--- config.mk ---
export PLATFORM = sky130hd
export DESIGN_NAME = float6_divider_seq
export DESIGN_NICKNAME = d
export VERILOG_FILES = /design/src/rtl/float6_divider_seq.sv
export SDC_FILE = /design/constraint.sdc
export NUM_CORES = 1
export LEC_CHECK = 0
export ABC_AREA = 1
export ABC_CLOCK_PERIOD_IN_PS = 1700
export BUFFER_PORTS_ARGS = -buffer_cell sky130_fd_sc_hd__buf_4
export CAP_MARGIN = 20
export CORE_MARGIN = 2
export CORE_UTILIZATION = 48
export CTS_BUF_LIST = sky130_fd_sc_hd__clkbuf_16
export DETAILED_ROUTE_END_ITERATION = 10
export PLACE_DENSITY = 0.86
export SKIP_CTS_REPAIR_TIMING = 1
export SLEW_MARGIN = 10
export SYNTH_ARGS = -nofsm -noshare
export SYNTH_HDL_FRONTEND = slang
export SYNTH_SLANG_ARGS = --single-unit
--- constraint.sdc ---
create_clock -name clk -period 1.7 [get_ports clk]
set_input_delay 0.085 -clock clk [delete_from_list [all_inputs] [get_ports clk]]
set_output_delay 0.085 -clock clk [all_outputs]
set_load 0.02 [all_outputs]
--- src/rtl/float6_divider_seq.sv ---
// float6_divider_seq
//   Sequential sign/exponent/mantissa divider (A / B) using radix-2 restoring
//   division, one quotient bit per clock, with valid/ready handshakes.
//
//   Optional feature macro: FLOAT6_DIV_NORMALIZE_EN
//     When defined, the raw quotient is left-normalised after division. Each
//     shift decrements the exponent by one. The NORM state is added for this.
//
//   Ports
//     clk           rising-edge clock
//     rst_n         asynchronous active-low reset
//     in_valid      operands valid
//     in_ready      block can accept operands (IDLE only)
//     sign_a/b      operand signs
//     exponent_a/b  unsigned operand exponents [EXP_W-1:0]
//     mantissa_a/b  unsigned operand mantissas [MANT_W-1:0]
//     out_valid     result valid (DONE state)
//     out_ready     consumer accepts result
//     sign_out      sign_a XNOR sign_b
//     exponent_out  signed exponent difference [EXP_W+1:0]
//     mantissa_out  quotient [QW-1:0], all ones on divide-by-zero
//     remainder     final partial remainder [MANT_W-1:0]
//     div_zero      mantissa_b was zero
module float6_divider_seq #(
  parameter int MANT_W = 6,
  parameter int EXP_W  = 5,
  parameter int FRAC_W = 6
) (
  input  logic                    clk,
  input  logic                    rst_n,
  input  logic                    in_valid,
  output logic                    in_ready,
  input  logic                    sign_a,
  input  logic                    sign_b,
  input  logic [EXP_W-1:0]        exponent_a,
  input  logic [EXP_W-1:0]        exponent_b,
  input  logic [MANT_W-1:0]       mantissa_a,
  input  logic [MANT_W-1:0]       mantissa_b,
  output logic                    out_valid,
  input  logic                    out_ready,
  output logic                    sign_out,
  output logic [EXP_W+1:0]        exponent_out,
  output logic [MANT_W+FRAC_W-1:0] mantissa_out,
  output logic [MANT_W-1:0]       remainder,
  output logic                    div_zero
);

  localparam int QW = MANT_W + FRAC_W;
  localparam int CW = $clog2(QW);
  localparam int EW = EXP_W + 2;

  typedef enum logic [1:0] {IDLE, DIV, DONE, NORM} state_t;

  state_t            state_reg, state_next;
  logic [CW-1:0]     count_reg, count_next;
  logic [QW-1:0]     dividend_reg, dividend_next;
  logic [MANT_W-1:0] divisor_reg, divisor_next;
  logic [MANT_W-1:0] rem_reg, rem_next;
  logic [QW-1:0]     quot_reg, quot_next;
  logic              sign_reg, sign_next;
  logic [EW-1:0]     exp_reg, exp_next;
  logic              divz_reg, divz_next;

  // Trial subtraction. The shifted partial remainder is always below
  // 2*divisor, so the result lies in -divisor..divisor-1 and the top bit is
  // a reliable sign at MANT_W+1 bits.
  logic [MANT_W:0] trial;
  assign trial = {rem_reg, dividend_reg[QW-1]} - {1'b0, divisor_reg};

  always_ff @(posedge clk or negedge rst_n) begin
    if (!rst_n) begin
      state_reg    <= IDLE;
      count_reg    <= '0;
      dividend_reg <= '0;
      divisor_reg  <= '0;
      rem_reg      <= '0;
      quot_reg     <= '0;
      sign_reg     <= 1'b0;
      exp_reg      <= '0;
      divz_reg     <= 1'b0;
    end else begin
      state_reg    <= state_next;
      count_reg    <= count_next;
      dividend_reg <= dividend_next;
      divisor_reg  <= divisor_next;
      rem_reg      <= rem_next;
      quot_reg     <= quot_next;
      sign_reg     <= sign_next;
      exp_reg      <= exp_next;
      divz_reg     <= divz_next;
    end
  end

  always_comb begin
    state_next    = state_reg;
    count_next    = count_reg;
    dividend_next = dividend_reg;
    divisor_next  = divisor_reg;
    rem_next      = rem_reg;
    quot_next     = quot_reg;
    sign_next     = sign_reg;
    exp_next      = exp_reg;
    divz_next     = divz_reg;

    case (state_reg)
      IDLE: begin
        if (in_valid) begin
          sign_next     = ~(sign_a ^ sign_b);
          exp_next      = {2'b00, exponent_a} - {2'b00, exponent_b};
          dividend_next = {mantissa_a, {FRAC_W{1'b0}}};
          divisor_next  = mantissa_b;
          rem_next      = '0;
          count_next    = CW'(QW - 1);
          if (mantissa_b == '0) begin
            quot_next  = '1;
            divz_next  = 1'b1;
            state_next = DONE;
          end else begin
            quot_next  = '0;
            divz_next  = 1'b0;
            state_next = DIV;
          end
        end
      end

      DIV: begin
        dividend_next = {dividend_reg[QW-2:0], 1'b0};
        quot_next     = {quot_reg[QW-2:0], ~trial[MANT_W]};
        if (!trial[MANT_W]) begin
          rem_next = trial[MANT_W-1:0];
        end else begin
          rem_next = {rem_reg[MANT_W-2:0], dividend_reg[QW-1]};
        end
        count_next = count_reg - CW'(1);
        if (count_reg == '0) begin
`ifdef FLOAT6_DIV_NORMALIZE_EN
          state_next = NORM;
`else
          state_next = DONE;
`endif
        end
      end

`ifdef FLOAT6_DIV_NORMALIZE_EN
      NORM: begin
        // A zero quotient has no leading one; leave it alone and exit.
        if (!quot_reg[QW-1] && (quot_reg != '0)) begin
          quot_next = {quot_reg[QW-2:0], 1'b0};
          exp_next  = exp_reg - EW'(1);
        end else begin
          state_next = DONE;
        end
      end
`endif

      DONE: begin
        if (out_ready) begin
          state_next = IDLE;
        end
      end

      default: state_next = IDLE;
    endcase
  end

  assign in_ready     = (state_reg == IDLE);
  assign out_valid    = (state_reg == DONE);
  assign sign_out     = sign_reg;
  assign exponent_out = exp_reg;
  assign mantissa_out = quot_reg;
  assign remainder    = rem_reg;
  assign div_zero     = divz_reg;

endmodule

==> results.py <==
metrics = {
    "outcome": {
        "status": "finished, violations left",
        "violations": "negative setup slack",
    },
    "worst_hold_path": {
        "hold_path.class": "in2reg",
        "holdPathStages": 3,
        "hold_path_startpoint": "mantissa_b[0]",
        "worst_hold_path.endpoint": "divisor_reg[0]",
    },
    "routing": {
        "via_count": 2204,
        "drtAntennaViolNets": 0,
        "drt-total-wl_mm": 5.71,
        "wire_per_inst_um": 13.2,
        "drc": 0,
        "first_pass_iters": 4,
        "viasPerCell": 5.10,
        "dr.first_iter.drc_count": 179,
    },
    "logic_synthesis": {
        "synthCells": 292,
        "synthArstFlopShare_pct": 100,
        "avgSynthCellArea_um2": 8.17,
        "yosysWarnings": 0,
        "yosysSeqAreaShare_pct": 46.1,
        "synth_area_um2": 2390,
        "syn-num-nets": 335,
        "synth_edf_count": 0,
        "synth-seq-cells": 44,
        "synthFlopType": "dfrtp_1",
        "synth_cell_types": 32,
    },
    "sta": {
        "finClkSkew_ns": 0.00306,
        "rsz0062_at_grt": "yes",
        "final.min_clock_period_ns": 1.79,
        "fin_ws_ns": -0.0917,
        "hold_viol": 0,
        "clock.fmax_mhz": 558,
        "relSlewSlack_pct": 63.4,
        "finalSetupViolCount": 7,
        "tightest_slew_ns": 0.549,
        "drv_slew": 0,
        "fin_crit_sh_pct": 105,
    },
    "worst_setup_path": {
        "critical_path_required_ns": 1.92,
        "reg2reg_from": "divisor_reg[0]",
        "path_max_fanout": 5,
        "r2r_slack_ns": -0.09,
        "r2r-end": "remainder[0]",
        "cp-start-kind": "register",
        "cp.arrival_ns": 2.01,
        "r2r_cells": 11,
        "end_kind": "register",
        "path_class": "reg2reg",
    },
    "cts": {
        "root_buffer": "clkbuf_16",
        "clock_latency_ns": 0.28,
        "clock_path_buffers": 2,
        "cts.sink_count": 44,
        "cts.clk_slew.worst_paths_ns": 0.06,
        "h-tree-depth": 2,
        "numCtsBuffers": 5,
        "tritoncts": "built",
    },
    "power_and_ir_drop": {
        "ir_worst_vdd_mv": 0.916,
        "p_per_area_nw_per_um2": 2290,
        "cellLeakagePower_nw": 1.66,
    },
    "flow_run": {
        "drv.max_cap_violation_count": 0,
    },
    "layout": {
        "layout.nets": 407,
        "mostFrequentLayoutCell": "buf_4",
        "diodes": 0,
        "stdcell_area_um2": 3180,
        "largest_reg_flops": 12,
        "syn2layout_area_growth_pct": 33.5,
        "fillCellCount": 381,
        "utilization_pct": 67.0,
        "drive_gt1_share_pct": 27.9,
        "final_cell_mix": "buf_4, nand2_1, dfrtp_1, inv_1, nor2_1",
    },
    "placed_design": {
        "hpwl_mm": 3.97,
        "placed_area_um2": 2950,
        "gp_routability_congestion": 0.877,
        "portBuffers": 56,
    },
    "global_route": {
        "antenna_found_initial": 0,
        "overflow": 0,
        "grt_pass1_wl_mm": 9.00,
        "grt_pass1_vias": 2043,
        "grt_usage_pct": 21.3,
        "grt_max_degree": 45,
    },
    "floorplan": {
        "die_y_um": 74.5,
        "core-area_um2": 4750,
        "dieArea_um2": 5550,
        "io_pins": 57,
        "initial_utilization_pct": 50.2,
        "dieWidth_um": 74.5,
        "rows": 25,
    },
}
[metal layers]
layer / vias up / track usage, % / share of wire, %
met2: 75 / 36.3 / 51
met5: - / 0 / 0
li1: 1085 / - / -
met4: 0 / 8.53 / 2.0
met1: 1034 / 25.5 / 40
met3: 10 / 5.83 / 6.2
[cell families after synthesis]
logic type               Yosys count  share of synthesized area, %
AND/OR/NAND/NOR                  134                          24.5
flip-flops                        44                          46.1
AO/OA/AOI/OAI                     50                          11.1
XOR/XNOR                           5                          1.84
buffers and inverters             44                          7.87
adder cells (fa/ha/maj)           15                          8.50
[how the worst max path moves through the flow]
stage	slack [ns]	cells past startpoint	startpoint	endpoint
6_report	-0.09	11	divisor_reg[0]	remainder[0]
2_1_floorplan	0.01	13	dividend_reg[11]	remainder[5]
4_1_cts	-0.12	10	divisor_reg[0]	remainder[4]
3_5_place_dp	-0.07	12	divisor_reg[0]	remainder[5]
3_3_place_gp	-0.006	10	divisor_reg[0]	mantissa_out[0]
5_1_grt	-0.15	11	divisor_reg[0]	remainder[0]
[layout make-up]
| type | count | area, um2 | share of cell area, % |
|---|---|---|---|
| clock buffer | 5 | 125 | 3.93 |
| sequential | 44 | 1100 | 34.6 |
| clock inverter | 3 | 17.5 | 0.550 |
| inverter | 35 | 134 | 4.20 |
| tap | 67 | 83.8 | 2.63 |
| timing repair buffer | 74 | 561 | 17.6 |
| multi-input combinational | 204 | 1160 | 36.5 |
[worst max-delay path: stages (launching register included)]
cell     delay [ns]
dfrtp_1        0.38
ha_2           0.19
fa_2           0.34
inv_1          0.06
nand2_1        0.06
nand2_2        0.09
nand3_4        0.11
nand2_4        0.10
nand2_2        0.10
nand3_1        0.12
nand3_1        0.09
nand2_1        0.08
[through the flow]
step	setup slack (ns)	std cells	setup TNS, ns	hold slack [ns]	total power, mW
final	-0.0917	432	-0.266	0.0130	7.30
after global routing	-0.153	432	-0.794	0.0284	7.88
after CTS	-0.123	428	-0.733	-0.199	7.00
after detailed placement	-0.0672	420	-0.318	0.109	5.98
after global placement	-0.00645	420	-0.00917	0.106	5.79
after floorplan	0.0130	292	0	-0.211	4.62
[where the power goes]
part	internal (mW)	leakage, nW	total, mW	switching, mW
Sequential	1.58	0.536	1.96	0.374
Clock	0.542	0.0716	0.937	0.396
Combinational	1.80	1.06	4.41	2.61
[cell usage after synthesis, types with 2 or more instances]
cell | number | share of area (%)
nand3b_1 | 4 | 1.3
inv_2 | 2 | 0.31
ha_1 | 13 | 6.8
nor2_2 | 2 | 0.52
fa_1 | 2 | 1.7
nand3_1 | 20 | 4.2
inv_1 | 32 | 5.0
nand2_2 | 2 | 0.52
buf_4 | 2 | 0.63
xor2_1 | 4 | 1.5
buf_2 | 4 | 0.84
nor2_4 | 2 | 0.94
nand2_1 | 75 | 12
a21oi_1 | 22 | 4.6
clkbuf_1 | 2 | 0.31
nor2_1 | 23 | 3.6
a22oi_1 | 2 | 0.63
o21ai_1 | 3 | 0.63
nand4_1 | 2 | 0.52
dfrtp_1 | 44 | 46
o21ai_0 | 19 | 4.0
Power figures use the tool's default switching activity.
